## src/rtl/sound_sequencer_pkg.sv

```systemverilog
// Shared definitions for the sound-effect sequencer: effect codes, FSM states,
// note ROM layout, note frequencies and the half-period derivation.
package sound_sequencer_pkg;

  typedef enum logic [1:0] {
    SFX_PLACE = 2'd0,
    SFX_WIN   = 2'd1,
    SFX_DRAW  = 2'd2,
    SFX_ERROR = 2'd3
  } sfx_e;

  typedef enum logic [1:0] {
    ST_IDLE = 2'd0,
    ST_LOAD = 2'd1,
    ST_PLAY = 2'd2,
    ST_FIN  = 2'd3
  } state_e;

  localparam int unsigned ROM_AW = 4;

  localparam logic [ROM_AW-1:0] BASE_PLACE = 4'd0;
  localparam logic [ROM_AW-1:0] BASE_WIN   = 4'd1;
  localparam logic [ROM_AW-1:0] BASE_DRAW  = 4'd5;
  localparam logic [ROM_AW-1:0] BASE_ERROR = 4'd8;

  localparam int unsigned F_REST = 0;
  localparam int unsigned F_A3   = 220;
  localparam int unsigned F_A4   = 440;
  localparam int unsigned F_C5   = 523;
  localparam int unsigned F_E5   = 659;
  localparam int unsigned F_G5   = 784;
  localparam int unsigned F_C6   = 1047;

  // A zero half-period encodes a rest.
  function automatic int unsigned half_period(input int unsigned clk_hz,
                                              input int unsigned freq_hz);
    if (freq_hz == 0) begin
      return 0;
    end else begin
      return clk_hz / (2 * freq_hz);
    end
  endfunction

  function automatic logic [ROM_AW-1:0] sfx_base(input logic [1:0] sfx);
    case (sfx)
      SFX_PLACE: return BASE_PLACE;
      SFX_WIN:   return BASE_WIN;
      SFX_DRAW:  return BASE_DRAW;
      SFX_ERROR: return BASE_ERROR;
      default:   return BASE_PLACE;
    endcase
  endfunction

endpackage

```

## src/rtl/sound_sequencer_note_rom.sv

```systemverilog
// Note ROM for the sound sequencer: 16 entries of {half-period, duration in ticks,
// last-note flag}; half-periods are derived from CLK_HZ at elaboration.
module sound_sequencer_note_rom
  import sound_sequencer_pkg::*;
#(
  parameter int unsigned CLK_HZ = 100_000_000,
  parameter int unsigned DIV_W  = 18,
  parameter int unsigned DUR_W  = 10
) (
  input  logic [ROM_AW-1:0] addr_i,
  output logic [DIV_W-1:0]  hp_o,
  output logic [DUR_W-1:0]  dur_o,
  output logic              last_o
);

  localparam logic [DIV_W-1:0] HP_REST = DIV_W'(half_period(CLK_HZ, F_REST));
  localparam logic [DIV_W-1:0] HP_A3   = DIV_W'(half_period(CLK_HZ, F_A3));
  localparam logic [DIV_W-1:0] HP_A4   = DIV_W'(half_period(CLK_HZ, F_A4));
  localparam logic [DIV_W-1:0] HP_C5   = DIV_W'(half_period(CLK_HZ, F_C5));
  localparam logic [DIV_W-1:0] HP_E5   = DIV_W'(half_period(CLK_HZ, F_E5));
  localparam logic [DIV_W-1:0] HP_G5   = DIV_W'(half_period(CLK_HZ, F_G5));
  localparam logic [DIV_W-1:0] HP_C6   = DIV_W'(half_period(CLK_HZ, F_C6));

  // Effect table lookup; unused slots read as a terminating rest.
  always_comb begin
    hp_o   = '0;
    dur_o  = '0;
    last_o = 1'b1;
    case (addr_i)
      BASE_PLACE:          begin hp_o = HP_C5;   dur_o = DUR_W'(50);  last_o = 1'b1; end
      BASE_WIN:            begin hp_o = HP_C5;   dur_o = DUR_W'(100); last_o = 1'b0; end
      BASE_WIN + 4'd1:     begin hp_o = HP_E5;   dur_o = DUR_W'(100); last_o = 1'b0; end
      BASE_WIN + 4'd2:     begin hp_o = HP_G5;   dur_o = DUR_W'(100); last_o = 1'b0; end
      BASE_WIN + 4'd3:     begin hp_o = HP_C6;   dur_o = DUR_W'(300); last_o = 1'b1; end
      BASE_DRAW:           begin hp_o = HP_A4;   dur_o = DUR_W'(200); last_o = 1'b0; end
      BASE_DRAW + 4'd1:    begin hp_o = HP_REST; dur_o = DUR_W'(100); last_o = 1'b0; end
      BASE_DRAW + 4'd2:    begin hp_o = HP_A4;   dur_o = DUR_W'(200); last_o = 1'b1; end
      BASE_ERROR:          begin hp_o = HP_A3;   dur_o = DUR_W'(250); last_o = 1'b1; end
      default:             begin hp_o = '0;      dur_o = '0;          last_o = 1'b1; end
    endcase
  end

endmodule

```

## src/rtl/sound_sequencer.sv

```systemverilog
// Sound-effect sequencer: plays ROM note lists as a square wave with req/busy/done.
// Optional SFX_MUTE_EN adds a mute_i input that silences speaker_out_o only.
module sound_sequencer
  import sound_sequencer_pkg::*;
#(
  parameter int unsigned CLK_HZ  = 100_000_000,
  parameter int unsigned TICK_HZ = 1000,
  parameter int unsigned DIV_W   = 18,
  parameter int unsigned DUR_W   = 10
) (
  input  logic       clk,
  input  logic       rst,
  input  logic       req_i,
  input  logic [1:0] sfx_i,
`ifdef SFX_MUTE_EN
  input  logic       mute_i,
`endif
  output logic       busy_o,
  output logic       done_o,
  output logic       speaker_out_o
);

  localparam int unsigned TICK_CYC = CLK_HZ / TICK_HZ;
  localparam int unsigned TICK_W   = $clog2(TICK_CYC + 1);
  localparam logic [TICK_W-1:0] TICK_LAST = TICK_W'(TICK_CYC - 1);

  state_e              state_q;
  logic [ROM_AW-1:0]   addr_q;
  logic [DIV_W-1:0]    hp_q;
  logic [DUR_W-1:0]    dur_q;
  logic                last_q;
  logic [TICK_W-1:0]   tick_q;
  logic [DUR_W-1:0]    dur_cnt_q;
  logic [DIV_W-1:0]    hp_cnt_q;
  logic                busy_q;
  logic                done_q;
  logic                spk_q;

  logic [DIV_W-1:0]    rom_hp_s;
  logic [DUR_W-1:0]    rom_dur_s;
  logic                rom_last_s;
  logic                tick_end_s;
  logic                note_end_s;
  logic                hp_wrap_s;
  logic                spk_d;
  logic                mute_s;

  sound_sequencer_note_rom #(
    .CLK_HZ (CLK_HZ),
    .DIV_W  (DIV_W),
    .DUR_W  (DUR_W)
  ) u_rom (
    .addr_i (addr_q),
    .hp_o   (rom_hp_s),
    .dur_o  (rom_dur_s),
    .last_o (rom_last_s)
  );

`ifdef SFX_MUTE_EN
  assign mute_s = mute_i;
`else
  assign mute_s = 1'b0;
`endif

  assign tick_end_s = (tick_q == TICK_LAST);
  assign note_end_s = tick_end_s && (dur_cnt_q == dur_q - DUR_W'(1));
  assign hp_wrap_s  = (hp_cnt_q == hp_q - DIV_W'(1));
  // A rest (hp==0) holds the line low; otherwise toggle on half-period wrap.
  assign spk_d      = (hp_q == '0) ? 1'b0 : (hp_wrap_s ? ~spk_q : spk_q);

  // Sequencer FSM with its counters and registered outputs.
  always_ff @(posedge clk) begin
    if (rst) begin
      state_q   <= ST_IDLE;
      addr_q    <= '0;
      hp_q      <= '0;
      dur_q     <= '0;
      last_q    <= 1'b0;
      tick_q    <= '0;
      dur_cnt_q <= '0;
      hp_cnt_q  <= '0;
      busy_q    <= 1'b0;
      done_q    <= 1'b0;
      spk_q     <= 1'b0;
    end else begin
      case (state_q)
        ST_IDLE: begin
          done_q <= 1'b0;
          spk_q  <= 1'b0;
          if (req_i) begin
            addr_q  <= sfx_base(sfx_i);
            busy_q  <= 1'b1;
            state_q <= ST_LOAD;
          end
        end
        ST_LOAD: begin
          hp_q      <= rom_hp_s;
          dur_q     <= rom_dur_s;
          last_q    <= rom_last_s;
          tick_q    <= '0;
          dur_cnt_q <= '0;
          hp_cnt_q  <= '0;
          spk_q     <= 1'b0;
          state_q   <= ST_PLAY;
        end
        ST_PLAY: begin
          spk_q    <= spk_d & ~mute_s;
          hp_cnt_q <= hp_wrap_s ? '0 : hp_cnt_q + DIV_W'(1);
          if (tick_end_s) begin
            tick_q    <= '0;
            dur_cnt_q <= dur_cnt_q + DUR_W'(1);
          end else begin
            tick_q <= tick_q + TICK_W'(1);
          end
          if (note_end_s) begin
            spk_q <= 1'b0;
            if (last_q) begin
              busy_q  <= 1'b0;
              done_q  <= 1'b1;
              state_q <= ST_FIN;
            end else begin
              addr_q  <= addr_q + ROM_AW'(1);
              state_q <= ST_LOAD;
            end
          end
        end
        ST_FIN: begin
          done_q  <= 1'b0;
          spk_q   <= 1'b0;
          state_q <= ST_IDLE;
        end
        default: begin
          busy_q  <= 1'b0;
          done_q  <= 1'b0;
          spk_q   <= 1'b0;
          state_q <= ST_IDLE;
        end
      endcase
    end
  end

  assign busy_o        = busy_q;
  assign done_o        = done_q;
  assign speaker_out_o = spk_q;

endmodule

```

## config.mk

```make
export PLATFORM = sky130hd
export DESIGN_NAME = sound_sequencer
export DESIGN_NICKNAME = d
export VERILOG_FILES = /design/src/rtl/sound_sequencer_pkg.sv /design/src/rtl/sound_sequencer_note_rom.sv /design/src/rtl/sound_sequencer.sv
export SDC_FILE = /design/constraint.sdc
export NUM_CORES = 1
export LEC_CHECK = 0
export ABC_AREA = 1
export ABC_CLOCK_PERIOD_IN_PS = 2650
export BUFFER_PORTS_ARGS = -buffer_cell sky130_fd_sc_hd__buf_2
export CAP_MARGIN = 20
export CORE_MARGIN = 3
export CORE_UTILIZATION = 64
export DETAILED_ROUTE_END_ITERATION = 8
export GPL_TIMING_DRIVEN = 0
export PLACE_DENSITY = 0.81
export SETUP_SLACK_MARGIN = 0.15
export SYNTH_ARGS = -nofsm -noshare
export SYNTH_HDL_FRONTEND = slang
export SYNTH_SLANG_ARGS = --single-unit
```

## constraint.sdc

```tcl
create_clock -name clk -period 2.65 [get_ports clk]
set_clock_uncertainty 0.1 [all_clocks]
set_input_delay 0.795 -clock clk [delete_from_list [all_inputs] [get_ports clk]]
set_output_delay 0.795 -clock clk [all_outputs]
set_load 0.005 [all_outputs]
```

; Yosys cells after proc, flatten, opt, wreduce, memory -nomap -nowiden
; Memory sizes are Yosys's and may differ from the RTL's. A register that Yosys moved wholly into a read port is not among the register bits.
; Index checks and enable logic that the tools add are counted.
; W data, S select, Z words.
[classes]
reduce_logical = 14
eq_ne = 15
add_sub_neg = 6
mux = 26
n_bitwise = 1
[op_table]
columns = op, n
row1 = $pmux W18 S2, 1
row2 = $pmux W17 S2, 1
row3 = $pmux W10 S2, 1
row4 = $add A18 B1 Y18 const B, 1
row5 = $eq A18 B18 Y1, 1
row6 = $logic_not A18 Y1, 1
row7 = $mux W18, 1
row8 = $sub A18 B1 Y18 const B, 1
row9 = $add A17 B1 Y17 const B, 1
row10 = $eq A17 B17 Y1 const B, 1
row11 = $mux W17, 1
row12 = $pmux W4 S4, 1
row13 = $mux W4, 3
row14 = $add A10 B1 Y10 const B, 1
row15 = $eq A10 B10 Y1, 1
row16 = $mux W10, 1
row17 = $ne A2 B2 Y1 const B, 5
row18 = $sub A10 B1 Y10 const B, 1
row19 = $eq A2 B2 Y1 const B, 4
row20 = $mux W1, 8
row21 = $pmux W2 S4, 1
row22 = $pmux W4 S2, 1
row23 = $reduce_and A4 Y1, 2
row24 = $mux W2, 3
row25 = 12 further kinds, 19
[totals]
mem_bits_ro = 432
word_cells = 72
reg_bits = 64
mem_count = 1
[memory_table]
columns = memory, depth, word_bits, read_ports, rd_clocked_by_memory_dff, wr, line
row1 = (name not given), 16, 27, 1, 1, 0, sound_sequencer_note_rom.sv:29  ; case (addr_i)

; Logic depth before layout (Yosys ltp)
; Gate-level depths: netlist (run 1).
[logic_depth]
ltp_word = 6
ltp_mapped = 16

; Hierarchy
; Synthesis (run 1) repeated with hierarchy kept, for this count alone.
[unflattened]
hier_cells = 864
hier_area_um2 = 5471.5
[modules_own_cells]
columns = mod, cells_each, area_each_um2, instances
row1 = sound_sequencer, 799, 5118.7, 1
row2 = sound_sequencer_note_rom, 65, 352.8, 1

; Worst setup path after synthesis (run 1)
; OpenSTA, ideal clock, no wires.
[synth_timing]
kind = register to register
start = register state_q[1]
end = register tick_q[16]
t_required_ps = 2434
t_arrival_ps = 1876
path_slack_ps = 558
stages_incl_launch_ff = 13
period_less_slack_ps = 2092
path_cell_list = dfxtp_1 inv_1 ha_1 buf_2 inv_2 nor3_2 nand2_1 nor4_2 nand2_1 nor2_1 nand3_1 nand2_1 a21oi_1
[synth_via]
elab_chain_len = 2
[synth_rtl]
columns = element, line
row1 = "start, declared", sound_sequencer.sv:27  ; state_e state_q;
row2 = "start signal, assigned", sound_sequencer.sv:74  ; state_q <= ST_IDLE;
row3 = "start signal, assigned", sound_sequencer.sv:93  ; state_q <= ST_LOAD;
row4 = "start signal, assigned", sound_sequencer.sv:104  ; state_q <= ST_PLAY;
row5 = $eq A2 B2 Y1 or $eq A2 B1 Y1 (tied branches), sound_sequencer.sv:86  ; case (state_q)
row6 = $pmux W17 S2 or $reduce_bool A2 Y1 (tied branches), n/a
row7 = "end signal, assigned", sound_sequencer.sv:113  ; tick_q <= tick_q + TICK_W'(1);
row8 = "end, declared", sound_sequencer.sv:32  ; logic [TICK_W-1:0] tick_q;
; Parallel ways exist; a longest one is shown, timed or not.
; A chain may end at the register's enable or synchronous reset.

; Final worst setup path (run 1)
; Same ends and word-level chain as after synthesis.

==> results.py, run 1 <==
metrics = {
    "sta": {
        "hold_viol": 0,
        "worstMarginPinSlew_ps": 661,
        "slew_violations": 0,
        "tns_ps": 0,
        "setup_viol": 0,
        "period_share_pct": 87.3,
        "relSlewSlack_pct": 55.9,
        "min_period_ps": 2310,
        "rsz0062_at_grt": "no",
        "timing.fmax_mhz": 432,
    },
    "die": {
        "start_util_pct": 67.1,
        "dieWidth_microns": 93.9,
        "dieArea_sq_um": 8820,
        "fp-row-count": 31,
        "coreArea_sq_um": 7370,
        "io_pins": 8,
        "chipHeight_microns": 93.9,
    },
    "clock_tree": {
        "cts_tree": "yes",
        "cts_made_buffers": 9,
        "clock-sinks": 77,
        "clk_pin_slew_ps": 80,
        "cts-root-buf": "clkbuf_8",
        "htree_levels": 3,
        "clock_path_buffers": 2,
        "clk_latency_ps": 360,
        "cts_resized": 0,
        "ctsHoldBuffers": 0,
        "postCtsSetupRepairBufs": 0,
    },
    "critical_path": {
        "reg2reg_to": "tick_q[16]",
        "worstPathRequired_ps": 2800,
        "start_kind": "register",
        "arrival_ps": 2470,
        "worst-r2r-setup-slack_ps": 340,
        "end_kind": "register",
        "reg2reg_depth": 12,
        "crit_path_max_fanout": 9,
        "crit_type": "register to register",
        "reg2reg_from": "state_q[1]",
    },
    "placement": {
        "gp_congestion": 0.922,
        "dp_hpwl_mm": 9.35,
        "port_buffers": 6,
    },
    "drt": {
        "wire_per_inst_microns": 14.1,
        "drc": 0,
        "ant_nets": 0,
        "routed_wirelength_mm": 12.5,
        "via_count": 4901,
        "vias_per_cell": 5.56,
        "dr.pass1.iters": 6,
        "drtIter0Drc": 294,
    },
    "layout": {
        "area.growth.synth_to_final_pct": 7.69,
        "fill_cells": 641,
        "drive_above_1_share_pct": 8.43,
        "final_nets": 800,
        "final_common_cell": "nand2_1",
        "n_antenna_cell": 0,
        "seqCellArea_sq_um": 1540,
        "final_cell_mix": "nand2_1 (180), nor2_1 (98), inv_1 (95), dfxtp_1 (77), a21oi_1 (59)",
        "multi_input_area_sq_um": 2930,
    },
    "grt": {
        "grt_pass1_vias": 4684,
        "antenna_found_initial": 0,
        "grt_first_pass_wirelength_mm": 21.1,
        "grtUsageTotal_pct": 30.0,
        "grt_start_max_net_pins": 14,
        "overflow": 0,
    },
    "power_and_ir_drop": {
        "leakagePower_uw": 0.00232,
        "total_power_uw": 4470,
        "irDropWorstVdd_v": 0.000552,
        "power.density_nw_per_um2": 840,
    },
    "hold_path": {
        "hold_end": "busy_o",
        "min_path_type": "register to register",
        "holdCritStartpoint": "busy_o",
        "worst_hold_path.num_cells": 2,
    },
    "run": {
        "drv_cap": 0,
    },
    "synth": {
        "syn_area_sq_um": 4950,
        "synthFlopType": "dfxtp_1",
        "yosysSeqAreaShare_pct": 31.2,
        "synth_area_leaders": "dfxtp_1 (31%), nand2_1 (14%), nor2_1 (7.5%), inv_1 (7.2%), a21oi_1 (6.0%)",
        "postSynthAreaPerCell_sq_um": 6.50,
        "synth_cell_type_count": 47,
        "synth_edf_count": 0,
        "async_flop_share_pct": 0,
        "synth_cells": 761,
        "synth_seq_cells": 77,
        "netlist.area_leader.share_pct": 31.2,
        "synth_nets": 783,
        "synth_warnings": 0,
        "yosysTopAreaCell": "dfxtp_1",
    },
    "status": {
        "status": "finished clean",
    },
}
==> power breakdown <==
part | switching (uW) | internal [uW] | total [uW]
clock network | 462 | 457 | 920
logic | 1380 | 723 | 2100
registers | 163 | 1290 | 1450
total | 2010 | 2470 | 4470
==> stage by stage <==
step           utilization (%)  hold WS, ps  instances  setup slack [ps]  instance area (sq um)
2_1_floorplan                -          322        761               558                   4950
3_3_place_gp              69.2          335        866               243                   5100
3_5_place_dp              69.2          355        866               199                   5100
4_1_cts                   71.9          371        882               178                   5300
5_1_grt                   72.3          401        882               169                   5330
6_report                  72.3          367        882               337                   5330
==> layer usage <==
metal | vias to the layer above | part of all wire (%) | track usage [%]
li1 | 2486 | - | -
met1 | 2215 | 43 | 37.5
met2 | 162 | 48 | 50.0
met3 | 38 | 6.1 | 4.49
met4 | 0 | 3.6 | 15.5
met5 | - | 0 | 0
==> cell type report <==
| type | count | share of cell area [%] |
|---|---|---|
| Clock inverter | 6 | 1.17 |
| Tap cell | 99 | 2.33 |
| Buffer | 22 | 2.09 |
| Inverter | 104 | 7.40 |
| Timing Repair Buffer | 6 | 0.564 |
| Sequential cell | 77 | 28.9 |
| Multi-Input combinational cell | 558 | 54.9 |
| Clock buffer | 10 | 2.58 |
==> synthesized netlist by cell type (11+ instances only) <==
library cell / n
nor3_1: 12
xnor2_1: 11
a21oi_1: 59
nand3_1: 50
ha_1: 17
dfxtp_1: 77
xor2_1: 26
nor2_1: 99
o21ai_0: 25
nand4_1: 16
clkbuf_1: 12
inv_1: 95
nand2_1: 181
==> cells by family after synthesis <==
| kind of cell | Yosys count | share of synthesized area [%] |
|---|---|---|
| compound gates | 108 | 12.0 |
| xor+xnor | 38 | 7.01 |
| fa+ha+maj | 17 | 4.30 |
| buf+inv | 126 | 10.1 |
| flops | 77 | 31.2 |
| simple gates | 395 | 35.5 |
==> state kept, by name (all words and copies together) (netlist names) <==
| name | flops |
|---|---|
| dur_q | 7 |
| last_q | 1 |
| hp_cnt_q | 18 |
| dur_cnt_q | 10 |
| hp_q | 15 |
| tick_q | 17 |
| speaker_out_o | 1 |
| addr_q | 4 |
| done_o | 1 |
| state_q | 2 |
| busy_o | 1 |
==> worst max-delay path by stage <==
stage / start / to / cells past startpoint
2_1_floorplan: state_q[1] / tick_q[16] / 12
3_3_place_gp: state_q[1] / tick_q[16] / 12
3_5_place_dp: state_q[0] / tick_q[16] / 12
4_1_cts: state_q[0] / tick_q[16] / 12
5_1_grt: state_q[0] / tick_q[16] / 12
6_report: state_q[1] / tick_q[16] / 12
==> critical path, cell delays in order (launching register included) <==
cell and delay [ps]:
dfxtp_1 390, inv_1 110, ha_1 280, clkbuf_4 200, inv_2 110, nor3_4 260
nand2_2 120, nor4_4 200, nand2_1 140, nor2_1 110, nand3_1 70, nand2_1 60
a21oi_1 40
Power figures use the tool's default switching activity.
==> run 2, diff against run 1 <==
--- a/config.mk
+++ b/config.mk
@@ -6,14 +6,14 @@
 export NUM_CORES = 1
 export LEC_CHECK = 0
 export ABC_AREA = 1
-export ABC_CLOCK_PERIOD_IN_PS = 2650
+export ABC_CLOCK_PERIOD_IN_PS = 2000
 export BUFFER_PORTS_ARGS = -buffer_cell sky130_fd_sc_hd__buf_2
 export CAP_MARGIN = 20
-export CORE_MARGIN = 3
-export CORE_UTILIZATION = 64
+export CORE_MARGIN = 4
+export CORE_UTILIZATION = 57
 export DETAILED_ROUTE_END_ITERATION = 8
 export GPL_TIMING_DRIVEN = 0
-export PLACE_DENSITY = 0.81
+export PLACE_DENSITY = 0.76
 export SETUP_SLACK_MARGIN = 0.15
 export SYNTH_ARGS = -nofsm -noshare
 export SYNTH_HDL_FRONTEND = slang
==> constraint.sdc (replaced) <==
create_clock -name clk -period 2 [get_ports clk]
set_clock_uncertainty 0.1 [all_clocks]
set_input_delay 0.6 -clock clk [delete_from_list [all_inputs] [get_ports clk]]
set_output_delay 0.6 -clock clk [all_outputs]
set_load 0.005 [all_outputs]
==> run 2 against run 1 <==
The run now ends with setup timing left. Sequential power up 36%. Sequential share of layout area down 3.8 points. First-iteration DRC count grew 43%. Non-clock buffer count up 49. Critical path depth up 1. Sequential cell count did not move. Final cell count rose by 6.3%. Largest power group unchanged.
==> results.py, run 2 (same netlist as run 1, synthesis figures left out) <==
metrics = {
    "critical_path": {
        "crit_type": "register to register",
        "worstPathRequired_ps": 2130,
        "crit_path_max_fanout": 5,
        "arrival_ps": 2230,
        "start_kind": "register",
        "end_kind": "register",
    },
    "sta": {
        "timing.fmax_mhz": 477,
        "hold_viol": 0,
        "relSlewSlack_pct": 53.0,
        "rsz0062_at_grt": "yes",
        "min_period_ps": 2100,
        "timing.final.ws_setup_ps": -96.6,
        "setup_viol": 19,
        "period_share_pct": 105,
        "worstMarginPinSlew_ps": 705,
        "hold_ws_ps": 367,
        "slew_violations": 0,
    },
    "drt": {
        "drtIter0Drc": 419,
        "vias_per_cell": 5.64,
        "drc": 0,
        "via_count": 5294,
        "routed_wirelength_mm": 14.4,
        "ant_nets": 0,
        "dr.pass1.iters": 5,
        "wire_per_inst_microns": 15.3,
    },
    "grt": {
        "overflow": 0,
        "grt_first_pass_wirelength_mm": 22.8,
        "grt_start_max_net_pins": 14,
        "antenna_found_initial": 0,
        "grtUsageTotal_pct": 27.6,
        "grt_pass1_vias": 5025,
    },
    "layout": {
        "drive_above_1_share_pct": 28.6,
        "final_nets": 850,
        "fill_cells": 611,
        "top_regs": "hp_cnt_q x18, tick_q x17, hp_q x15",
        "n_antenna_cell": 0,
        "post-route-util_pct": 75.6,
        "final_cell_mix": "nand2_1 (164), inv_1 (76), nor2_1 (73), dfxtp_1 (59), a21oi_1 (47)",
        "area.growth.synth_to_final_pct": 27.4,
        "layout.cells.non_filler": 938,
        "final_area_sq_um": 6300,
        "regMostFlops": "hp_cnt_q",
        "final_common_cell": "nand2_1",
        "largest_reg_flops": 18,
    },
    "clock_tree": {
        "htree_levels": 3,
        "cts_made_buffers": 9,
        "cts-root-buf": "clkbuf_8",
        "ctsHoldBuffers": 0,
        "cts_tree": "yes",
        "clock-sinks": 77,
        "clock_path_buffers": 2,
        "clk_pin_slew_ps": 80,
        "clk_latency_ps": 370,
    },
    "hold_path": {
        "min_path_type": "register to register",
    },
    "placement": {
        "gp_congestion": 0.934,
        "dp_hpwl_mm": 9.35,
        "dp.cells": 872,
        "port_buffers": 6,
        "place_area_sq_um": 5160,
    },
    "power_and_ir_drop": {
        "leakagePower_uw": 0.00269,
        "power.density_nw_per_um2": 1130,
        "irDropWorstVdd_v": 0.000711,
    },
    "die": {
        "dieWidth_microns": 101,
        "chipHeight_microns": 101,
        "start_util_pct": 59.3,
        "dieArea_sq_um": 10200,
        "fp-row-count": 33,
        "coreArea_sq_um": 8340,
        "io_pins": 8,
    },
    "status": {
        "failed_checks": "setup timing",
        "status": "finished, violations left",
    },
    "run": {
        "drv_cap": 0,
    },
}
run 2: area by class of cell:
type                            count  area [sq um]  area share (%)
Inverter                          104           420            6.67
Timing Repair Buffer               55           417            6.61
Tap cell                          105           131            2.08
Sequential cell                    77          1580            25.1
Clock buffer                       10           138            2.18
Multi-Input combinational cell    559          3380            53.7
Clock inverter                      6          86.3            1.37
Buffer                             22           143            2.26
run 2: stage by stage:
step / setup TNS, ps / worst slack (ps) / power [uW]
2_1_floorplan: 0 / 113 / 4120
4_1_cts: 0 / 23.9 / 6620
3_5_place_dp: -5160 / -241 / 4730
5_1_grt: -4730 / -237 / 7590
6_report: -1350 / -96.6 / 7120
3_3_place_gp: -3460 / -213 / 4640
run 2: final timing paths:
| kind | end | from | cells after the start | slack (ps) |
|---|---|---|---|---|
| setup / recovery | hp_cnt_q[1] | hp_q[3] | 13 | -100 |
| hold / removal | busy_o | busy_o | 2 | 370 |
| setup reg to reg | hp_cnt_q[1] | hp_q[3] | 13 | -100 |
| hold reg to reg | busy_o | busy_o | 2 | 370 |
run 2: where the power goes:
group	internal, uW	switching (uW)	total [uW]
combinational	1530	2280	3810
sequential	1730	238	1970
clock	734	618	1350
total	3990	3130	7120
run 2: what timing repair did:
action | CTS | global route
setup endpoints to repair | 72 | 71
pin swaps | 30 | 21
gates cloned | 2 | 1
gates resized for setup | 86 | 97
setup buffers | 31 | 16
endpoints found under the hold margin | 0 | 0
run 2: metal layers:
layer,routed length [microns],GRT usage [%]
met3,895,4.61
met4,502,12.3
met5,0,0
met1,5810,32.5
met2,7180,49.1
run 2: critical path, stage by stage (launching register included):
cell     delay [ps]
dfxtp_4         380
nor2_4          190
nand2_2          90
nor2_4          170
nand3_4         100
nand2_2          70
nand2_1          50
nor2_1          100
nand3_1          80
nor2_1          130
nand3_2         160
buf_6           180
nand3_1          80
a21oi_2          60
==> run 3, diff against run 2 <==
--- a/config.mk
+++ b/config.mk
@@ -18,3 +18,4 @@
 export SYNTH_ARGS = -nofsm -noshare
 export SYNTH_HDL_FRONTEND = slang
 export SYNTH_SLANG_ARGS = --single-unit
+export TNS_END_PERCENT = 5
==> run 3 against run 2 <==
The flow still finishes with violations (setup timing). Die area is the same. Hold slack worse by 7.3 ps. Fmax up 3.6%. Count of clock-buffer cells in the layout fell by 1. Final cell count down 3.6%. Worst setup slack better by 73 ps. Register-to-register slack improved by 70 ps. Critical endpoint is now hp_cnt_q[10].
==> results.py, run 3 (same netlist as run 1, synthesis figures left out) <==
metrics = {
    "sta": {
        "rsz0062_at_grt": "yes",
        "slew_violations": 0,
        "min_period_ps": 2020,
        "timing.fmax_mhz": 494,
        "hold_ws_ps": 360,
        "setup_viol": 15,
        "worstMarginPinSlew_ps": 639,
        "timing.final.ws_setup_ps": -23.4,
        "period_share_pct": 101,
        "relSlewSlack_pct": 57.4,
        "hold_viol": 0,
    },
    "critical_path": {
        "path_buf_inv": 2,
        "path_common_cell": "nor2_2",
        "reg2reg_depth": 11,
        "reg2reg_to": "hp_cnt_q[10]",
        "crit_chain": "ha_2 -> nand3_2 -> nor2_2 -> nand4_1 -> nor2_2 -> buf_4 -> nand2_1 -> xor2_1 -> inv_1 -> nand3_1 -> a21oi_1",
        "reg2reg_from": "hp_cnt_q[0]",
        "start_kind": "register",
        "cpPeakStageDelay_ps": 390,
        "critPathSlowestCell": "dfxtp_2",
        "crit_path_max_fanout": 5,
        "worstPathRequired_ps": 2110,
        "arrival_ps": 2140,
        "end_kind": "register",
        "crit_family": "simple AND/OR/NAND/NOR gates",
        "crit_type": "register to register",
        "worst-r2r-setup-slack_ps": -20,
    },
    "die": {
        "coreArea_sq_um": 8340,
        "dieArea_sq_um": 10200,
        "io_pins": 8,
        "chipHeight_microns": 101,
        "start_util_pct": 59.3,
        "fp-row-count": 33,
        "dieWidth_microns": 101,
    },
    "power_and_ir_drop": {
        "irDropWorstVdd_v": 0.000755,
        "pwr-share-comb_pct": 48.8,
        "p_seq_share_pct": 30.5,
        "switching_power_uw": 2760,
        "power.internal_uw": 3550,
        "power.density_nw_per_um2": 1110,
        "leakagePower_uw": 0.00243,
        "total_power_uw": 6320,
        "swShare_pct": 43.8,
        "pwr-share-clk_pct": 20.7,
    },
    "grt": {
        "grt_start_max_net_pins": 14,
        "antenna_found_initial": 0,
        "grt_first_pass_wirelength_mm": 21.4,
        "busiest_layer": "met2",
        "overflow": 0,
        "met3_usage_pct": 5.10,
        "grtUsageTotal_pct": 26.0,
        "grt_util_met2_pct": 45.2,
        "grt_use_met1_pct": 32.3,
        "grt_pass1_vias": 4584,
    },
    "drt": {
        "drtIter0Drc": 246,
        "via_count": 4934,
        "vias_per_cell": 5.46,
        "dr.pass1.iters": 7,
        "ant_nets": 0,
        "routed_wirelength_mm": 12.7,
        "drc": 0,
        "wire_per_inst_microns": 14.0,
    },
    "layout": {
        "drive_above_1_share_pct": 17.1,
        "n_antenna_cell": 0,
        "regMostFlops": "hp_cnt_q",
        "top_regs": "hp_cnt_q x18, tick_q x17, hp_q x15",
        "area.growth.synth_to_final_pct": 15.0,
        "final_cell_mix": "nand2_1 (172), nor2_1 (88), inv_1 (85), dfxtp_1 (63), a21oi_1 (57)",
        "fill_cells": 777,
        "multi_input_area_sq_um": 3090,
        "final_nets": 816,
        "largest_reg_flops": 18,
        "final_area_sq_um": 5690,
        "final_common_cell": "nand2_1",
        "seqCellArea_sq_um": 1560,
        "post-route-util_pct": 68.2,
    },
    "hold_path": {
        "min_path_type": "register to register",
        "hold_end": "busy_o",
        "holdCritStartpoint": "busy_o",
        "worst_hold_path.num_cells": 2,
    },
    "clock_tree": {
        "cts_made_buffers": 9,
        "clock-sinks": 77,
        "clk_pin_slew_ps": 90,
        "cts-root-buf": "clkbuf_8",
        "clock_path_buffers": 2,
        "htree_levels": 3,
        "clk_latency_ps": 360,
        "cts_tree": "yes",
    },
    "status": {
        "failed_checks": "setup timing",
        "status": "finished, violations left",
    },
    "placement": {
        "gp_congestion": 0.923,
        "dp_hpwl_mm": 9.24,
        "place_area_sq_um": 5150,
        "port_buffers": 6,
    },
    "run": {
        "drv_cap": 0,
    },
}
==> run 3: cell count changes in the layout (fill, tap and decap cells not counted), moves of 6 or more <==
cell / delta
buf_4: -31
nor2_1: +15
nand3_1: +7
dfxtp_4: -7
nand3_2: -6
inv_1: +9
a21oi_1: +10
nor2_4: -7
a21oi_2: -10
nand2_1: +8
nor2_2: -8
==> run 3: final cells by class <==
class,count,share of cell area (%)
multi-input combinational,559,54.3
sequential,77,27.5
inverter,104,7.13
timing repair buffer,21,2.64
buffer,22,2.44
tap,105,2.31
clock buffer,9,2.18
clock inverter,7,1.58
==> run 3: through the flow <==
| stage | worst slack (ps) | setup TNS, ps | cells |
|---|---|---|---|
| after global placement | -213 | -4530 | 872 |
| after CTS | 1.93 | 0 | 903 |
| after global routing | -189 | -4880 | 904 |
| after floorplan | 113 | 0 | 761 |
| after detailed placement | -296 | -6840 | 872 |
| final | -23.4 | -143 | 904 |
==> run 3: per-layer routing <==
layer / wire length [microns] / vias to the layer above / part of all wire [%]
met3: 590 / 22 / 4.7
li1: - / 2519 / -
met4: 233 / 0 / 1.8
met1: 5550 / 2275 / 44
met2: 6280 / 118 / 50
met5: 0 / - / 0
==> run 3: power by group through the flow <==
| stage | Sequential, uW | Clock [uW] | Combinational, uW |
|---|---|---|---|
| floorplan | 1890 | 0 | 2220 |
| global placement | 1940 | 0 | 2700 |
| detailed placement | 1950 | 0 | 2770 |
| CTS | 1920 | 1320 | 3010 |
| global route | 1950 | 1380 | 3460 |
| finish | 1930 | 1310 | 3080 |
==> run 3: worst max path at each step <==
stage                            from      endpoint  slack (ps)  cells after the start
after floorplan            state_q[1]    tick_q[16]         110                     12
after global placement     state_q[1]      hp_q[14]        -210                     11
after detailed placement   state_q[1]      hp_q[14]        -300                     11
after CTS                     hp_q[1]   hp_cnt_q[9]           2                     13
after global routing          hp_q[0]   hp_cnt_q[6]        -190                     15
final                     hp_cnt_q[0]  hp_cnt_q[10]         -20                     11
==> run 3: worst min-delay path, cell delays in order, from the launching register on <==
cell     delay (ps)
dfxtp_1         320
inv_1            50
a21oi_1          50
==> run 3: timing repair <==
action | in CTS | in global routing
gates cloned | 3 | 0
setup endpoints to repair | 74 | 64
hold buffers | 0 | 0
buffers inserted | 12 | 1
gates resized for setup | 51 | 26
endpoints found under the hold margin | 0 | 0
pin swaps | 15 | 7
